`config.mk`:
```
export PLATFORM = sky130hd
export DESIGN_NAME = obj_zone_tracker
export DESIGN_NICKNAME = d
export VERILOG_FILES = /design/src/rtl/obj_pkg.sv /design/src/rtl/obj_debounce.sv /design/src/rtl/obj_zone_tracker.sv
export SDC_FILE = /design/constraint.sdc
export NUM_CORES = 1
export LEC_CHECK = 0
export BUFFER_PORTS_ARGS = -buffer_cell sky130_fd_sc_hd__buf_2
export CAP_MARGIN = 30
export CORE_ASPECT_RATIO = 1.5
export CORE_MARGIN = 5
export CORE_UTILIZATION = 59
export CTS_BUF_LIST = sky130_fd_sc_hd__clkbuf_4
export CTS_CLUSTER_DIAMETER = 60
export DETAILED_ROUTE_END_ITERATION = 8
export GPL_ROUTABILITY_DRIVEN = 0
export PLACE_DENSITY = 0.9
export SETUP_SLACK_MARGIN = 0.02
export SKIP_LAST_GASP = 1
export SYNTH_ARGS = -nofsm -noshare
export SYNTH_HDL_FRONTEND = slang
export SYNTH_SLANG_ARGS = --single-unit
```
`constraint.sdc`:
```
create_clock -name clk -period 3.1 [get_ports clk]
set_input_delay 0.31 -clock clk [delete_from_list [all_inputs] [get_ports clk]]
set_output_delay 0.31 -clock clk [all_outputs]
set_load 0.005 [all_outputs]
```
`src/rtl/obj_pkg.sv`:
```
// obj_pkg
//   Shared definitions for the proximity-sensor zone tracker.
//   - zone_width(n) : bits needed to index the 2*n zones of an n-sensor ring
//   - MAX_SENSORS   : largest ring the tracker is intended for
//   - evt_state_t   : state of the single-entry zone-change event register
package obj_pkg;

   localparam int MAX_SENSORS = 16;

   typedef enum logic {
      EVT_IDLE = 1'b0,
      EVT_PEND = 1'b1
   } evt_state_t;

   function automatic int zone_width(input int n);
      return $clog2(2 * n);
   endfunction

endpackage

```
`src/rtl/obj_debounce.sv`:
```
// obj_debounce
//   One raw sensor input: 2-flop synchroniser followed by a debounce filter.
//   The filtered value only follows the synchronised value after it has
//   differed for DEBOUNCE_CYCLES consecutive cycles.
//
// Ports:
//   clk       in   rising-edge clock
//   reset     in   synchronous, active-high
//   raw       in   asynchronous raw sensor input
//   filtered  out  debounced sensor level
module obj_debounce #(
   parameter int DEBOUNCE_CYCLES = 4
) (
   input  logic clk,
   input  logic reset,
   input  logic raw,
   output logic filtered
);

   logic       sync_a;
   logic       sync_b;
   logic [7:0] count;

   always_ff @(posedge clk) begin
      if (reset) begin
         sync_a   <= 1'b0;
         sync_b   <= 1'b0;
         count    <= 8'd0;
         filtered <= 1'b0;
      end else begin
         sync_a <= raw;
         sync_b <= sync_a;
         if (sync_b == filtered) begin
            count <= 8'd0;
         end else if (count == 8'(DEBOUNCE_CYCLES - 1)) begin
            // This cycle is the DEBOUNCE_CYCLES-th consecutive difference.
            filtered <= sync_b;
            count    <= 8'd0;
         end else begin
            count <= count + 8'd1;
         end
      end
   end

endmodule

```
`src/rtl/obj_zone_tracker.sv`:
```
// obj_zone_tracker
//   Ring of NUM_SENSORS proximity sensors (index 0 = front, clockwise).
//   Each sensor is synchronised and debounced, the filtered pattern is
//   classified into 2*NUM_SENSORS zones (single sensors and adjacent pairs),
//   the zone is published as a registered level and every change of
//   {zone_present, zone_idx} is queued in a single-entry valid/ready event
//   register.
//
//   Optional build macro OBJ_HOLD_EN: when defined, a zone lost because the
//   filtered pattern became empty is held for HOLD_CYCLES cycles; any legal
//   or ambiguous pattern cancels the hold at once.
//
// Ports:
//   clk           in   rising-edge clock
//   reset         in   synchronous, active-high
//   sensor_raw    in   [NUM_SENSORS]   raw asynchronous sensor inputs
//   zone_onehot   out  [2*NUM_SENSORS] bit 2i = sensor i, bit 2i+1 = i and i+1
//   zone_idx      out  [ZW]            index of the active zone, 0 if none
//   zone_present  out  exactly one legal zone active
//   ambiguous     out  nonzero pattern that is not a legal zone
//   evt_valid     out  zone-change event pending
//   evt_ready     in   consumer accepts the event
//   evt_zone_idx  out  [ZW] zone_idx captured at the change
//   evt_present   out  zone_present captured at the change
//   overflow      out  sticky: a pending event was overwritten
//   clr_overflow  in   clears overflow (a simultaneous overwrite wins)
module obj_zone_tracker
   import obj_pkg::*;
#(
   parameter  int NUM_SENSORS     = 4,
   parameter  int DEBOUNCE_CYCLES = 4,
   parameter  int HOLD_CYCLES     = 8,
   localparam int ZW              = zone_width(NUM_SENSORS),
   localparam int NZ              = 2 * NUM_SENSORS
) (
   input  logic                   clk,
   input  logic                   reset,
   input  logic [NUM_SENSORS-1:0] sensor_raw,
   output logic [NZ-1:0]          zone_onehot,
   output logic [ZW-1:0]          zone_idx,
   output logic                   zone_present,
   output logic                   ambiguous,
   output logic                   evt_valid,
   input  logic                   evt_ready,
   output logic [ZW-1:0]          evt_zone_idx,
   output logic                   evt_present,
   output logic                   overflow,
   input  logic                   clr_overflow
);

   // ------------------------------------------------------------------
   // Per-sensor synchroniser + debounce
   // ------------------------------------------------------------------
   logic [NUM_SENSORS-1:0] filt;

   generate
      for (genvar gi = 0; gi < NUM_SENSORS; gi++) begin : g_sensor
         obj_debounce #(
            .DEBOUNCE_CYCLES(DEBOUNCE_CYCLES)
         ) u_debounce (
            .clk     (clk),
            .reset   (reset),
            .raw     (sensor_raw[gi]),
            .filtered(filt[gi])
         );
      end
   endgenerate

   // ------------------------------------------------------------------
   // Classifier on the filtered vector
   // ------------------------------------------------------------------
   logic [4:0]    pop_count;
   logic [ZW-1:0] cls_idx;
   logic          cls_present;
   logic          cls_ambiguous;
   logic [NZ-1:0] cls_onehot;

   always_comb begin
      pop_count = 5'd0;
      for (int i = 0; i < NUM_SENSORS; i++) begin
         pop_count = pop_count + 5'(filt[i]);
      end
   end

   always_comb begin
      cls_idx     = '0;
      cls_present = 1'b0;
      if (pop_count == 5'd1) begin
         for (int i = 0; i < NUM_SENSORS; i++) begin
            if (filt[i]) begin
               cls_idx     = ZW'(2 * i);
               cls_present = 1'b1;
            end
         end
      end else if (pop_count == 5'd2) begin
         // Only a ring-adjacent pair is legal; (N-1, 0) is the wrap pair.
         for (int i = 0; i < NUM_SENSORS; i++) begin
            if (filt[i] && filt[(i + 1) % NUM_SENSORS]) begin
               cls_idx     = ZW'(2 * i + 1);
               cls_present = 1'b1;
            end
         end
      end
   end

   assign cls_ambiguous = (filt != '0) && !cls_present;
   assign cls_onehot    = cls_present ? (NZ'(1) << cls_idx) : '0;

   // ------------------------------------------------------------------
   // Registered zone outputs
   // ------------------------------------------------------------------
`ifdef OBJ_HOLD_EN
   logic [7:0] hold_count;

   always_ff @(posedge clk) begin
      if (reset) begin
         zone_onehot  <= '0;
         zone_idx     <= '0;
         zone_present <= 1'b0;
         ambiguous    <= 1'b0;
         hold_count   <= 8'd0;
      end else if (cls_present || cls_ambiguous) begin
         zone_onehot  <= cls_onehot;
         zone_idx     <= cls_idx;
         zone_present <= cls_present;
         ambiguous    <= cls_ambiguous;
         hold_count   <= 8'd0;
      end else if (zone_present && (hold_count != 8'(HOLD_CYCLES))) begin
         // Pattern is empty but a zone was showing: keep it a while longer.
         hold_count <= hold_count + 8'd1;
      end else begin
         zone_onehot  <= '0;
         zone_idx     <= '0;
         zone_present <= 1'b0;
         ambiguous    <= 1'b0;
         hold_count   <= 8'd0;
      end
   end
`else
   always_ff @(posedge clk) begin
      if (reset) begin
         zone_onehot  <= '0;
         zone_idx     <= '0;
         zone_present <= 1'b0;
         ambiguous    <= 1'b0;
      end else begin
         zone_onehot  <= cls_onehot;
         zone_idx     <= cls_idx;
         zone_present <= cls_present;
         ambiguous    <= cls_ambiguous;
      end
   end
`endif

   // ------------------------------------------------------------------
   // Change detection: ambiguous alone never produces an event because
   // it is not part of the compared value.
   // ------------------------------------------------------------------
   logic [ZW-1:0] prev_idx;
   logic          prev_present;
   logic          zone_change;

   always_ff @(posedge clk) begin
      if (reset) begin
         prev_idx     <= '0;
         prev_present <= 1'b0;
      end else begin
         prev_idx     <= zone_idx;
         prev_present <= zone_present;
      end
   end

   assign zone_change = {zone_present, zone_idx} != {prev_present, prev_idx};

   // ------------------------------------------------------------------
   // Single-entry event register
   // ------------------------------------------------------------------
   evt_state_t evt_state;

   always_ff @(posedge clk) begin
      if (reset) begin
         evt_state    <= EVT_IDLE;
         evt_valid    <= 1'b0;
         evt_zone_idx <= '0;
         evt_present  <= 1'b0;
         overflow     <= 1'b0;
      end else begin
         if (clr_overflow) begin
            overflow <= 1'b0;
         end
         case (evt_state)
            EVT_IDLE: begin
               if (zone_change) begin
                  evt_zone_idx <= zone_idx;
                  evt_present  <= zone_present;
                  evt_valid    <= 1'b1;
                  evt_state    <= EVT_PEND;
               end
            end
            EVT_PEND: begin
               if (zone_change) begin
                  // Accepted-and-replaced is clean; replaced unseen is lost.
                  evt_zone_idx <= zone_idx;
                  evt_present  <= zone_present;
                  if (!evt_ready) begin
                     overflow <= 1'b1;
                  end
               end else if (evt_ready) begin
                  evt_valid <= 1'b0;
                  evt_state <= EVT_IDLE;
               end
            end
            default: begin
               evt_valid <= 1'b0;
               evt_state <= EVT_IDLE;
            end
         endcase
      end
   end

endmodule

```
==> impl_metrics.tcl <==
set metrics [dict create \
    cp.required_ns 3.38 \
    critPathMostFrequentCell "ha_1" \
    seq_area_frac_synth_pct 51.9 \
    synth_cell_type_count 33 \
    cts_made_buffers 9 \
    final_util_pct 69.1 \
    max_slew.worst_pin.slew_ns 0.679 \
    crit_buf_inv 0 \
    skew_ns 0.0161 \
    die_h_um 91.7 \
    n_antenna_cell 0 \
    worst-endpoint-arrival_ns 2.92 \
    relSlewSlack_pct 54.8 \
    cp_max_fo 10 \
    crit_family "adder cells" \
    gr-total-overflow 0 \
    synth_ff_type "dfxtp_1" \
    whs_ns 0.100 \
    cts_resized 0 \
    syn_inst 270 \
    drt_iter0_markers 75 \
    max_freq_ghz 0.380 \
    status "complete, no violations" \
    p_leak_nw 1.29 \
    die_width_um 64.5 \
    setup_viol 0 \
    cts_hold_buf 0 \
    root_buffer "clkbuf_4" \
    final_layout_size_suffix_gt1_share_pct 14.3 \
    tns_ns 0 \
    wl_per_cell_um 12.8 \
    power_density_mw_per_mm2 527 \
    clock-sinks 68 \
    yosysWarnings 0 \
    initial_utilization_pct 61.3 \
    ios 27 \
    synth_top_cells_by_area "dfxtp_1 (52%), xor2_1 (7.0%), nor2_1 (6.4%)" \
    drt-total-wl_mm 4.53 \
    postCtsSetupBuffers 0 \
    via_per_inst 5.43 \
    cts_tree "yes" \
    ant_nets 0 \
    synthArstFlopShare_pct 0 \
    synth_top_area_share_pct 51.9 \
    path_cells "fa_1 -> ha_1 -> ha_1 -> nand2b_1 -> a21oi_1 -> nand3b_1 -> nor4_1" \
    area_delta_synth_final_pct 12.8 \
    cts_buffer_depth 2 \
    critPathMaxStageDelay_ns 0.53 \
    critPathLaunchType "register" \
    firstDrtPassIters 4 \
    timing.final.crit_share_pct 85.0 \
    synthesis.area_mm2 0.00262 \
    hold_violations 0 \
    htree_levels 3 \
    antenna_found_initial 0 \
    synth_edf_count 0 \
    yosys.area.top_type "dfxtp_1" \
    grt_pass1_vias 1834 \
    clock_latency_ns 0.42 \
    synth_seq_cells 68 \
    num-nets-final 319 \
    clk_pin_slew_ns 0.11 \
    drv_slew 0 \
    fin_crit_ns 2.63 \
    worstSetupEndpointType "register" \
    grt_pass1_wl_mm 7.77 \
    hpwl_mm 3.19 \
    cp_slowest_cell "dfxtp_1" \
    port_buffers 26 \
    rsz0062_at_grt "no" \
    hold_class "in -> reg" \
    vdd_ir_drop_max_v 0.000293 \
    die_area_mm2 0.00591 \
    drc 0 \
    vias 1916 \
    core_mm2 0.00428 \
    syn_area_per_cell_um2 9.72 \
    path_class "reg -> reg" \
    max_cap_violations 0 \
    grt_usage_pct 16.7 \
    syn_nets 287 \
    grt_max_degree 41 \
    rows 29 \
]
## cell families (layout without fill, tap and decap cells)
| group | Yosys count | in the layout | synth area share [%] |
|---|---|---|---|
| muxes | 6 | 6 | 2.29 |
| buffers and inverters | 9 | 46 | 1.33 |
| and+or+nand+nor | 131 | 131 | 25.8 |
| adders and majority gates | 9 | 9 | 4.58 |
| AOI/OAI and AO/OA | 15 | 15 | 3.43 |
| DFF | 68 | 68 | 51.9 |
| xor gates and xnor gates | 32 | 32 | 10.7 |
## where the power goes
group,total (mW),internal [mW],switching [mW]
logic,0.0227,0.00886,0.0138
registers,0.884,0.880,0.00379
clock network,0.654,0.330,0.324
total,1.56,1.22,0.341
## synthesized netlist by cell type (3+ instances only)
| master | count |
|---|---|
| a21oi_1 | 6 |
| and3_1 | 11 |
| clkbuf_1 | 3 |
| dfxtp_1 | 68 |
| ha_1 | 8 |
| inv_1 | 4 |
| mux2i_1 | 6 |
| nand2_1 | 14 |
| nand2b_1 | 3 |
| nand3_1 | 20 |
| nor2_1 | 45 |
| nor2b_1 | 14 |
| nor3_1 | 7 |
| nor3b_1 | 3 |
| nor4_1 | 5 |
| nor4b_1 | 3 |
| o21ai_1 | 3 |
| xnor2_1 | 11 |
| xor2_1 | 21 |
## routing by layer
layer	routed length [µm]	part of all wire (%)	GRT usage (%)	vias to the layer above
li1	-	-	-	977
met1	1910	42	17.8	901
met2	2340	52	29.1	30
met3	185	4.1	5.50	8
met4	91	2.0	8.47	0
met5	0	0	0	-
## registers in the layout, indices dropped and copies added, names as in the netlist
signal	cells
prev_present	1
zone_onehot	8
g_sensor.u_debounce.filtered	4
zone_present	1
evt_state	1
prev_idx	3
overflow	1
zone_idx	3
g_sensor.u_debounce.sync_b	4
evt_zone_idx	3
evt_valid	1
g_sensor.u_debounce.count	32
ambiguous	1
g_sensor.u_debounce.sync_a	4
evt_present	1
## area by class of cell
class	count	area, µm²
tap	46	57.6
timing repair buffer	26	130
inverter	4	15.0
clock buffer	9	67.6
clock inverter	7	100
fill	334	1320
sequential	68	1360
multi-input combinational	193	1230
## worst reg2reg max path, cell delays in order (launching register included)
cell and delay, ns:
dfxtp_1 0.53, fa_1 0.48, ha_1 0.20, ha_1 0.31, nand2b_1 0.17, a21oi_1 0.19
nand3b_1 0.21, nor4_1 0.43
## stage by stage
stage	area [µm²]	instances	total power [mW]	setup WS (ns)
after floorplan	2620	270	0.918	0.922
final	2960	353	1.56	0.466
after CTS	2960	353	1.58	0.478
after detailed placement	2790	337	0.926	0.628
after global placement	2790	337	0.925	0.789
after global routing	2960	353	1.62	0.296
## layout by cell type (no fill, tap or decap), types with 4 or more instances in the layout
cell / synthesis / routed
a21oi_1: 6 / 6
and3_1: 11 / 11
buf_2: 1 / 26
clkbuf_4: 0 / 9
dfxtp_1: 68 / 68
ha_1: 8 / 8
inv_1: 4 / 4
mux2i_1: 6 / 6
nand2_1: 14 / 14
nand3_1: 20 / 20
nor2_1: 45 / 45
nor2b_1: 14 / 14
nor3_1: 7 / 7
nor4_1: 5 / 5
xnor2_1: 11 / 11
xor2_1: 21 / 21
## path summary, 6_finish.rpt
path                                         from                            end  slack (ns)  depth (start not counted)
hold reg to reg     g_sensor[0].u_debounce.sync_a  g_sensor[0].u_debounce.sync_b        0.45                          1
setup reg to reg  g_sensor[3].u_debounce.filtered                 zone_onehot[5]        0.47                          7
setup / recovery  g_sensor[3].u_debounce.filtered                 zone_onehot[5]        0.47                          7
hold / removal                      sensor_raw[3]  g_sensor[3].u_debounce.sync_a        0.10                          2
Power figures use the tool's default switching activity.
